### config.mk
export PLATFORM = sky130hd
export DESIGN_NAME = uart_tx_arbiter
export DESIGN_NICKNAME = d
export VERILOG_FILES = /design/src/rtl/uart_arb_pkg.sv /design/src/rtl/rr_arbiter.sv /design/src/rtl/uart_tx_arbiter.sv
export SDC_FILE = /design/constraint.sdc
export NUM_CORES = 1
export LEC_CHECK = 0
export ABC_AREA = 1
export CAP_MARGIN = 20
export CORE_MARGIN = 3
export CORE_UTILIZATION = 30
export DETAILED_ROUTE_END_ITERATION = 8
export RECOVER_POWER = 100
export SETUP_SLACK_MARGIN = 0.05
export SYNTH_ARGS = -nofsm -noshare
export SYNTH_HDL_FRONTEND = slang
export SYNTH_SLANG_ARGS = --single-unit
### constraint.sdc
create_clock -name clk -period 3.1 [get_ports clk]
set_input_delay 0.62 -clock clk [delete_from_list [all_inputs] [get_ports clk]]
set_output_delay 0.62 -clock clk [all_outputs]
set_load 0.03 [all_outputs]
### src/rtl/uart_arb_pkg.sv
// Shared types and helpers for the UART transmit arbiter.
package uart_arb_pkg;

  // Arbiter FSM states (2-bit encoding).
  typedef enum logic [1:0] {
    ST_IDLE      = 2'd0,
    ST_SEND      = 2'd1,
    ST_WAIT_DONE = 2'd2
  } arb_state_e;

  // Upper nibble of every packet header byte.
  localparam logic [3:0] HDR_MAGIC = 4'hA;

  // Header byte announcing which source owns the following packet.
  function automatic logic [7:0] build_header(input logic [3:0] id);
    return {HDR_MAGIC, id};
  endfunction

endpackage

### src/rtl/rr_arbiter.sv
// Combinational rotate-priority picker: searches req from ptr+1 upward,
// wrapping modulo NUM_REQ, and returns the first set index.
module rr_arbiter
  import uart_arb_pkg::*;
#(
  parameter int NUM_REQ = 2,
  parameter int IDX_W   = (NUM_REQ > 1) ? $clog2(NUM_REQ) : 1
) (
  input  logic [NUM_REQ-1:0] req,
  input  logic [IDX_W-1:0]   ptr,
  output logic [IDX_W-1:0]   grant,
  output logic               any_req
);

  logic [IDX_W-1:0] idx_s;
  logic             hit_s;

  // Walk the candidates in rotated order; the first hit locks the grant.
  always_comb begin
    grant   = {IDX_W{1'b0}};
    any_req = 1'b0;
    idx_s   = {IDX_W{1'b0}};
    hit_s   = 1'b0;
    for (int i = 1; i <= NUM_REQ; i++) begin
      idx_s   = IDX_W'((int'(ptr) + i) % NUM_REQ);
      hit_s   = !any_req && req[idx_s];
      grant   = hit_s ? idx_s : grant;
      any_req = any_req | hit_s;
    end
  end

endmodule

### src/rtl/uart_tx_arbiter.sv
// Shares one byte-serial UART transmitter among NUM_REQ packet sources.
// Grants are round-robin at packet boundaries; each packet may be preceded
// by a source-ID header byte. A watchdog forces completion if the
// transmitter never reports done.
module uart_tx_arbiter
  import uart_arb_pkg::*;
#(
  parameter int NUM_REQ    = 2,
  parameter int HEADER_EN  = 1,
  parameter int TX_TIMEOUT = 100_000
) (
  input  logic                   clk,
  input  logic                   rst_n,
  input  logic [NUM_REQ-1:0]     req_valid,
  input  logic [8*NUM_REQ-1:0]   req_data,
  input  logic [NUM_REQ-1:0]     req_last,
  output logic [NUM_REQ-1:0]     req_ready,
  output logic                   tx_valid,
  output logic [7:0]             tx_data,
  input  logic                   tx_done,
  output logic                   busy,
  output logic [3:0]             grant_id,
  output logic                   timeout_err
);

  localparam int IDX_W = (NUM_REQ > 1) ? $clog2(NUM_REQ) : 1;
  localparam int WD_W  = (TX_TIMEOUT > 1) ? $clog2(TX_TIMEOUT) : 1;
  localparam logic [WD_W-1:0]  WD_LIMIT  = WD_W'(TX_TIMEOUT - 1);
  localparam logic [IDX_W-1:0] PTR_RESET = IDX_W'(NUM_REQ - 1);

  arb_state_e       state_r;
  logic [IDX_W-1:0] ptr_r;
  logic [IDX_W-1:0] grant_idx_r;
  logic             busy_r;
  logic             tx_valid_r;
  logic [7:0]       tx_data_r;
  logic             hdr_phase_r;
  logic             last_q_r;
  logic [WD_W-1:0]  wd_cnt_r;
  logic             timeout_err_r;

  logic [IDX_W-1:0] arb_grant_s;
  logic             arb_any_s;
  logic             sel_valid_s;
  logic [7:0]       sel_data_s;
  logic             sel_last_s;
  logic             done_s;
  logic             wd_hit_s;

  rr_arbiter #(
    .NUM_REQ (NUM_REQ),
    .IDX_W   (IDX_W)
  ) u_rr_arbiter (
    .req     (req_valid),
    .ptr     (ptr_r),
    .grant   (arb_grant_s),
    .any_req (arb_any_s)
  );

  // Route the granted source to the byte path; only it may see ready, and only in SEND.
  always_comb begin
    sel_valid_s = 1'b0;
    sel_data_s  = 8'h00;
    sel_last_s  = 1'b0;
    req_ready   = {NUM_REQ{1'b0}};
    for (int i = 0; i < NUM_REQ; i++) begin
      sel_valid_s  = sel_valid_s | ((grant_idx_r == IDX_W'(i)) & req_valid[i]);
      sel_data_s   = sel_data_s | ({8{grant_idx_r == IDX_W'(i)}} & req_data[8*i +: 8]);
      sel_last_s   = sel_last_s | ((grant_idx_r == IDX_W'(i)) & req_last[i]);
      req_ready[i] = (state_r == ST_SEND) & (grant_idx_r == IDX_W'(i)) & req_valid[i];
    end
  end

  // A done pulse coinciding with our own tx_valid belongs to the previous byte.
  assign done_s   = tx_done & ~tx_valid_r;
  assign wd_hit_s = (wd_cnt_r == WD_LIMIT);

  // Arbitration FSM, watchdog and all registered outputs.
  always_ff @(posedge clk or negedge rst_n) begin
    if (!rst_n) begin
      state_r       <= ST_IDLE;
      ptr_r         <= PTR_RESET;
      grant_idx_r   <= {IDX_W{1'b0}};
      busy_r        <= 1'b0;
      tx_valid_r    <= 1'b0;
      tx_data_r     <= 8'h00;
      hdr_phase_r   <= 1'b0;
      last_q_r      <= 1'b0;
      wd_cnt_r      <= {WD_W{1'b0}};
      timeout_err_r <= 1'b0;
    end else begin
      tx_valid_r <= 1'b0;
      case (state_r)
        ST_IDLE: begin
          if (arb_any_s) begin
            grant_idx_r <= arb_grant_s;
            busy_r      <= 1'b1;
            if (HEADER_EN != 0) begin
              tx_valid_r  <= 1'b1;
              tx_data_r   <= build_header(4'(arb_grant_s));
              hdr_phase_r <= 1'b1;
              wd_cnt_r    <= {WD_W{1'b0}};
              state_r     <= ST_WAIT_DONE;
            end else begin
              state_r <= ST_SEND;
            end
          end else begin
            state_r <= ST_IDLE;
          end
        end
        ST_SEND: begin
          if (sel_valid_s) begin
            tx_valid_r  <= 1'b1;
            tx_data_r   <= sel_data_s;
            last_q_r    <= sel_last_s;
            hdr_phase_r <= 1'b0;
            wd_cnt_r    <= {WD_W{1'b0}};
            state_r     <= ST_WAIT_DONE;
          end else begin
            state_r <= ST_SEND;
          end
        end
        ST_WAIT_DONE: begin
          if (done_s || wd_hit_s) begin
            timeout_err_r <= timeout_err_r | wd_hit_s;
            wd_cnt_r      <= {WD_W{1'b0}};
            if (hdr_phase_r || !last_q_r) begin
              state_r <= ST_SEND;
            end else begin
              state_r <= ST_IDLE;
              ptr_r   <= grant_idx_r;
              busy_r  <= 1'b0;
            end
          end else begin
            wd_cnt_r <= wd_cnt_r + WD_W'(1);
          end
        end
        default: begin
          state_r <= ST_IDLE;
          busy_r  <= 1'b0;
        end
      endcase
    end
  end

  assign tx_valid    = tx_valid_r;
  assign tx_data     = tx_data_r;
  assign busy        = busy_r;
  assign grant_id    = 4'(grant_idx_r);
  assign timeout_err = timeout_err_r;

endmodule

# Word level (Yosys, flattened, before mapping)
# Cells that the tools add are included.
# totals
regBits,34
input_bits,23
output_inout_bits,17
wordCells,84
# op_classes
add_sub_neg,3
magnitude_cmp,2
eq_ne,7
mux,27
bitwise_logic,20
reduce_logical,15
# op_table
operator,n
two-way mux 17 bit,3
one-hot mux 17 bit (3 select lines),1
adder 17 x 1 -> 17 bit (second input constant),1
== test 17 bit (second input constant),1
AND 8 bit,2
two-way mux 8 bit,2
one-hot mux 8 bit (2 select lines),1
two-way mux 1 bit,13
AND 1 bit,9
AND reduction 3 bit,3
inequality test 2 bit (second input constant),4
bitwise OR 8 bit,1
two-way mux 2 bit,3
one-hot mux 2 bit (3 select lines),1
AND reduction 2 bit,3
less-than comparator 1 x 2 -> 1 bit (second input constant),2
NOT 1 bit,4
bitwise OR 1 bit,4
one-hot mux 1 bit (2 select lines),2
AND reduction 4 bit,1
one-hot mux 1 bit (3 select lines),1
nonzero test 3 bit,1
adder 1 bit (second input constant),2
== test 2 x 1 -> 1 bit (second input constant),1
6 further kinds,8

# Longest topological paths before layout
# Gate-level depths: netlist (run 1).
# logic_depth
depth_word,8
mapped_depth,10
mapped_depth_nobuf,9

# Modules after synthesis
# From an unflattened synthesis (run 1), not the netlist that was laid out.
# hier_totals
cells_unflattened,285
area_unflattened_um2,2038.2
# by_module_without_submodules
mod,n_inst,cells_each,area_each_um2,seq_area_each_um2
uart_tx_arbiter,1,282,2023.2,852.1
rr_arbiter,1,3,15.0,0.0

# Least setup slack after synthesis (run 1)
# Ideal clock, no wire load.
# synth_timing
path_type,input to output
startpoint,input req_valid[0]
endpoint,output req_ready[0]
t_arrival_ns,1.134
required_ns,2.480
setup_slack_ns,1.346
cell_stages,2
path_buffers,0
cell_sequence,nand2_2 nor2_1
# synth_via
elab_chain_len,1
# synth_lines
item,line,rtl
"start, declared",uart_tx_arbiter.sv:14,"input logic [NUM_REQ-1:0] req_valid,"
AND 1 bit,uart_tx_arbiter.sv:70,req_ready[i] = (state_r == ST_SEND) & (grant_idx_r == IDX_W'(i)) & req_valid[i];
"end, declared",uart_tx_arbiter.sv:17,"output logic [NUM_REQ-1:0] req_ready,"
# No other way between the ends.

# Worst setup path in the final report (run 1)
# Ends and elaborated chain as after synthesis.

==> key figures, run 1 <==
Outcome
  • Status: finished with violations
  • Failing checks: max-capacitance violations, max-slew violations

Yosys
  • Unique cell type count in the Yosys netlist: 29
  • Mapped Cells: approximately 290
  • Register area share after synthesis: between 40% and 50%
  • FF+latch count, synth: 34
  • Mapped Area: 2040 sq um
  • Synth Area per Inst: 7.15 sq um
  • Ys Warns: 0

Setup path
  • Critical path's largest stage delay: 760 ps
  • Crit path max-delay family: buffers and inverters
  • WP data required: approximately 2500 ps
  • RR Endpoint: tx_data[1]
  • Worst-path cell chain: dlygate4sd3_1 > nand2_1 > nor2_1 > dlygate4sd3_1
  • Worst R2R Setup Slack: between 1000 and 1500 ps
  • CP dominant cell by count: dlygate4sd3_1
  • Critical path type: in -> out
  • Buf/Inv on CP: 2
  • Reg2reg start: grant_idx_r
  • Setup crit end kind: output pin
  • Crit path DAT: approximately 2200 ps
  • Max FO, Critical Path: 3
  • Max stage delay cell, worst path: dlygate4sd3_1
  • Startpoint Class: input port
  • Worst R2R Path Depth: 7

Drt
  • DRT Pass-1 Iters: 4
  • Iteration-0 DRC Markers: 95
  • Final antenna-violating net count: 0
  • WL per Instance: 11.8 um
  • Via count: approximately 1.9k
  • WL final: roughly 4700 um
  • Drc violations: 0
  • Via-to-Cell Ratio: 4.70

Die
  • Total die area: a little under 8000 sq um
  • CORE AREA: 6460 sq um
  • Row count: 29
  • Initial Utilization: a little under a third
  • Die Y: between 80 and 90 um
  • Io pins: 40
  • Die width: between 80 and 90 um

Timing
  • Hold WS: approximately 470 ps
  • Fin. Hold Viols: 0
  • RSZ-0062 raised after global routing: no
  • Worst Skew: 6.94 ps
  • Least-Margin Pin Slew: between 1500 and 2000 ps
  • Final Cycle Share: about nine tenths
  • Fmax: 0.357 GHz
  • Setup_tns: 0 ps
  • Crit path time final: 2800 ps
  • Max_slew headroom: -26.0%
  • Max-slew violation count: 35
  • Setup violations, final: 0

Layout
  • Final Non-Filler Cells: 400
  • Final #Nets: approximately 350
  • Share of cells above drive strength 1: slightly below 8%
  • N_diodes: 0
  • Max reg flops: 17
  • Most flop-heavy register: wd_cnt_r
  • Area Overhead vs Synth: 21.7%

Power
  • Total power: 1.86 mW
  • Maximum vdd drop: between 0.5 and 0.6 mV
  • PD cells: 749 nW/um^2
  • Leakage: between 1 and 1.5 nW

Clock tree
  • Clock root buffer master: clkbuf_8
  • Hold buffer count at CTS: 0
  • Setup Buffers After CTS: 0
  • CTS resizes: 0
  • Worst-path clk slew: 70 ps
  • CTS Buf Count: 5
  • CTS max path bufs: 2
  • Clk Latency, worst-skew pair: 300 ps
  • CTS tree: done
  • Clk sink count: 34
  • H-tree Lvls: 2

Flow run
  • Maxcap violations: 1

Min path
  • Worst min-delay path startpoint: ptr_r
  • Worst min path class: reg -> reg
  • Hold Path Cell Cnt: 2
  • Hold Path End: ptr_r

GRT
  • Largest net degree at the start of global routing: 35
  • GRT Overall Usage: between 10% and 20%
  • Initial antenna violation count: 0
  • Vias in the first global route: roughly 1.8k
  • GRT overflow: 0
  • First-pass GRT wire length: about 8500 um

Place
  • Number of I/O port buffers: 36
  • Post-DP HPWL: approximately 3400 um
  • Routability Congestion: about 0.8
  • # placed instances: 392
==> placed cells by master (no fill, tap or decap), types with 2 or more instances in the layout <==
cell / netlist / routed
xor2_1: 4 / 4
conb_1: 1 / 3
nand3_1: 17 / 19
inv_2: 2 / 2
nand3_2: 4 / 2
nand2_1: 89 / 92
o21bai_1: 3 / 3
clkbuf_8: 0 / 5
a21oi_1: 2 / 2
nor2_2: 6 / 5
nand4_1: 6 / 6
dfrtp_1: 33 / 33
a31oi_1: 3 / 3
a21oi_2: 5 / 5
inv_1: 23 / 23
nor3_1: 3 / 3
o21ai_0: 12 / 16
clkdlybuf4s50_1: 0 / 20
clkbuf_1: 1 / 2
clkinv_2: 0 / 2
nor2_1: 49 / 50
dlygate4sd3_1: 0 / 15
==> Yosys cell counts <==
cell      count  area, sq um
inv_1        23         86.3
dfrtp_1      33          826
ha_1          1         12.5
mux2i_1       1         10.0
o21ai_0      12         60.1
o211ai_1      1         7.51
buf_2         1         5.00
nand2_4       1         11.3
nand2_1      89          334
a21oi_2       5         43.8
conb_1        1         3.75
a31oi_1       3         18.8
buf_6         3         33.8
nand2_2       3         18.8
nand3_1      17         85.1
nand3_2       4         40.0
dfstp_2       1         26.3
clkbuf_1      1         3.75
or2_2         1         6.26
o21ai_1       5         25.0
inv_2         2         7.51
nor2_2        6         37.5
nand4_1       6         37.5
a21oi_1       2         10.0
nor3_1        3         15.0
xor2_1        4         35.0
buf_4         5         37.5
nor2_1       49          184
o21bai_1      3         22.5
==> final cells by class <==
class,count,area (sq um)
clock inverters,2,10.0
well taps,77,96.3
inverters,25,93.8
clock buffers,6,72.6
fillers,697,3970
repair buffers,37,362
flip-flops and latches,34,852
multi-input cells,219,1000
==> tightest hold or removal path: cells and delay by family, from the launching register on <==
kind | cells | cell delay [ps]
flip-flops | 1 | 370
AND/OR/NAND/NOR | 2 | 90
==> routing by layer <==
layer	global-route usage, %	wire (um)
met4	4.53	53
met2	21.3	2090
met1	18.3	2290
met3	4.10	308
met5	0	0
==> how the worst max path moves through the flow <==
stage	start	end	slack, ps	depth (start not counted)
floorplan	req_valid[0]	req_ready[0]	1350	2
global placement	req_valid[1]	req_ready[1]	390	4
detailed placement	req_valid[1]	req_ready[1]	390	4
CTS	req_valid[1]	req_ready[1]	380	4
global route	req_valid[0]	req_ready[0]	200	4
finish	req_valid[0]	req_ready[0]	300	4
==> where the power goes <==
part | internal, mW | switching (mW) | leakage (nW)
sequential | 0.568 | 0.0884 | 0.435
combinational | 0.285 | 0.591 | 0.665
clock | 0.156 | 0.174 | 0.0450
total | 1.01 | 0.853 | 1.14
==> per-stage QoR <==
| step | cell area [sq um] | setup WS (ps) | utilization (%) |
|---|---|---|---|
| final | 2490 | 301 | 38.5 |
| after detailed placement | 2430 | 389 | 37.6 |
| after floorplan | 2050 | 1350 | - |
| after global placement | 2430 | 387 | 37.6 |
| after CTS | 2510 | 382 | 38.9 |
| after global routing | 2490 | 203 | 38.5 |
==> cell families (layout without fill, tap and decap cells) <==
kind of cell / Yosys count / in the layout / share of synthesized area, %
and+or+nand+nor: 179 / 179 / 37.6
buffers and inverters: 35 / 70 / 8.51
DFF: 34 / 34 / 41.7
AOI/OAI and AO/OA: 31 / 31 / 9.18
xor gates and xnor gates: 4 / 4 / 1.71
adders and majority gates: 1 / 1 / 0.612
other: 1 / 3 / 0.183
muxes: 1 / 1 / 0.490
Note: power is estimated with default switching activity, not from simulation.
==> inputs of run 2 (changes only) <==
Settings changed: CTS_BUF_LIST set to sky130_fd_sc_hd__clkbuf_16.
==> run 2 against run 1 <==
Effect of this change:
- the flow still finishes with violations (max-capacitance violations, max-slew violations)
- register-to-register slack hardly changed
- die area unchanged
- core utilization increased by 0.79 points
- sequential power grew 0.6%
- maximum frequency is 0.73% higher
- clock-buffer cell count down 1
- clock power up 46%
- combinational power fell by 0.6%
- clock skew shrank 2.3 ps
- critical path type unchanged
- critical endpoint unchanged
==> key figures, run 2 (synthesis gave the netlist of run 1 again) <==
Clock tree
  • Setup Buffers After CTS: 0 (unchanged)
  • Worst-path clk slew: 60 ps (was 70 ps)
  • CTS resizes: 0 (unchanged)
  • CTS tree: done (unchanged)
  • CTS max path bufs: 2 (unchanged)
  • H-tree Lvls: 2 (unchanged)
  • CTS Buf Count: 5 (unchanged)
  • Clk Latency, worst-skew pair: 280 ps (was 300 ps)
  • Clock root buffer master: clkbuf_16 (was clkbuf_8)
  • Clk sink count: 34 (unchanged)
  • Hold buffer count at CTS: 0 (unchanged)

Timing
  • Fmax: 0.360 GHz (was 0.357 GHz)
  • Final Cycle Share: 89.6% (was 90.3%)
  • Setup violations, final: 0 (unchanged)
  • Final WS setup: 321 ps (was 301 ps)
  • Worst Skew: 4.65 ps (was 6.94 ps)
  • Max_slew headroom: -26.3% (was -26.0%)
  • Max-slew violation count: 35 (unchanged)
  • RSZ-0062 raised after global routing: no (unchanged)
  • Fin. Hold Viols: 0 (unchanged)
  • Crit path time final: 2780 ps (was 2800 ps)
  • Setup_tns: 0 ps (unchanged)
  • Least-Margin Pin Slew: 1900 ps (was 1890 ps)

Power
  • Clock power share: 23.8% (was 17.7%)
  • Maximum vdd drop: 0.563 mV (about the same)
  • PD cells: 792 nW/um^2 (was 749 nW/um^2)
  • Sequential Power Share: 32.8% (was 35.2%)
  • P_sw: 0.865 mW (was 0.853 mW)
  • Switching Share: 43.0% (was 45.8%)
  • Leakage: 1.17 nW (was 1.14 nW)
  • Combinational share of power: 43.3% (was 47.1%)
  • Internal: 1.15 mW (was 1.01 mW)

Setup path
  • CP dominant cell by count: dlygate4sd3_1 (unchanged)
  • RR Endpoint: wd_cnt_r[6] (was tx_data[1])
  • Critical path's largest stage delay: 760 ps (about the same)
  • Max stage delay cell, worst path: dlygate4sd3_1 (unchanged)
  • Reg2reg start: wd_cnt_r[0] (was grant_idx_r)
  • Setup crit end kind: output pin (unchanged)
  • Crit. Startpoint: req_valid[0] (unchanged)
  • Worst R2R Setup Slack: 1040 ps (was 1050 ps)
  • Crit path DAT: 2160 ps (was 2180 ps)
  • WP data required: 2480 ps (about the same)
  • Critical path type: in -> out (unchanged)
  • Max FO, Critical Path: 3 (unchanged)
  • Startpoint Class: input port (unchanged)
  • Worst-path cell chain: dlygate4sd3_1 > nand2_1 > nor2_1 > dlygate4sd3_1 (unchanged)
  • Worst R2R Path Depth: 8 (was 7)

Layout
  • Most flop-heavy register: wd_cnt_r (unchanged)
  • Commonest non-fill, non-tap cell in the layout: nand2_1 (unchanged)
  • Area Overhead vs Synth: 24.2% (was 21.7%)
  • Max reg flops: 17 (unchanged)
  • N_diodes: 0 (unchanged)
  • Final #Nets: 346 (unchanged)
  • Fillers: 686 (was 697)
  • Share of cells above drive strength 1: 7.43% (was 7.74%)
  • Commonest non-fill, non-tap cells in the layout: nand2_1 (92), nor2_1 (50), dfrtp_1 (33) (unchanged)
  • Post-layout util: 39.3% (was 38.5%)

Drt
  • DRT Pass-1 Iters: 4 (unchanged)
  • WL final: 4800 um (was 4740 um)
  • Drc violations: 0 (unchanged)
  • Iteration-0 DRC Markers: 93 (was 95)
  • Final antenna-violating net count: 0 (unchanged)
  • WL per Instance: 12.0 um (was 11.8 um)
  • Via count: 1,902 (was 1,879)
  • Via-to-Cell Ratio: 4.76 (was 4.70)

GRT
  • Initial antenna violation count: 0 (unchanged)
  • GRT Overall Usage: 14.0% (was 13.7%)
  • First-pass GRT wire length: 8580 um (was 8470 um)
  • Vias in the first global route: 1,845 (was 1,841)
  • Largest net degree at the start of global routing: 35 (unchanged)
  • GRT overflow: 0 (unchanged)

Min path
  • Hold Path Cell Cnt: 2 (unchanged)
  • Worst min path class: reg -> reg (unchanged)
  • Worst min-delay path startpoint: ptr_r (unchanged)
  • Hold Path End: ptr_r (unchanged)

Place
  • Post-DP HPWL: 3440 um (unchanged)
  • Place WS: 389 ps (unchanged)
  • Routability Congestion: 0.806 (unchanged)
  • Number of I/O port buffers: 36 (unchanged)

Flow run
  • Maxcap violations: 1 (unchanged)

Die
  • Io pins: 40 (unchanged)
  • CORE AREA: 6460 sq um (unchanged)
  • Die width: 88.6 um (unchanged)
  • Total die area: 7840 sq um (unchanged)
  • Row count: 29 (unchanged)
  • Initial Utilization: 31.7% (unchanged)
  • Die Y: 88.6 um (unchanged)

Outcome
  • Status: finished with violations (unchanged)
  • Failing checks: max-capacitance violations, max-slew violations (unchanged)
[run 2: critical path: cells and delay by family]
family	cells	cell delay (ps)
simple gates	2	210
buf+inv	2	1330
[run 2: area by class of cell]
type	count	area (sq um)	area share, %
clock buffers	5	125	4.93
flip-flops and latches	34	852	33.6
clock inverters	3	13.8	0.542
repair buffers	37	362	14.2
multi-input cells	219	996	39.2
inverters	25	93.8	3.70
well taps	77	96.3	3.79
[run 2: how the worst max path moves through the flow]
| stage | endpoint | slack [ps] | cells past startpoint |
|---|---|---|---|
| 2_1_floorplan | req_ready[0] | 1350 | 2 |
| 3_3_place_gp | req_ready[1] | 390 | 4 |
| 3_5_place_dp | req_ready[1] | 390 | 4 |
| 4_1_cts | req_ready[1] | 380 | 4 |
| 5_1_grt | req_ready[0] | 220 | 4 |
| 6_report | req_ready[0] | 320 | 4 |
[run 2: per-stage QoR]
stage | cells | instance area (sq um) | hold WS [ps] | total power [mW]
global route | 400 | 2540 | 493 | 2.19
finish | 400 | 2540 | 472 | 2.01
CTS | 400 | 2570 | 464 | 2.10
global placement | 392 | 2430 | 459 | 1.60
floorplan | 288 | 2050 | 324 | 1.33
detailed placement | 392 | 2430 | 457 | 1.61
[run 2: layer usage]
layer	GRT usage, %	vias to the layer above	part of all wire [%]	wire length, um
met5	0	-	0	0
met4	3.30	0	0.71	34
met3	5.21	4	6.3	304
met2	21.9	50	45	2150
met1	18.6	876	48	2310
li1	-	972	-	-
[run 2: power groups by stage]
stage | Combinational, mW | Clock (mW) | Sequential (mW)
after floorplan | 0.559 | 0 | 0.774
after global placement | 0.931 | 0 | 0.667
after detailed placement | 0.935 | 0 | 0.671
after CTS | 0.940 | 0.495 | 0.665
after global routing | 0.988 | 0.518 | 0.683
final | 0.871 | 0.479 | 0.660
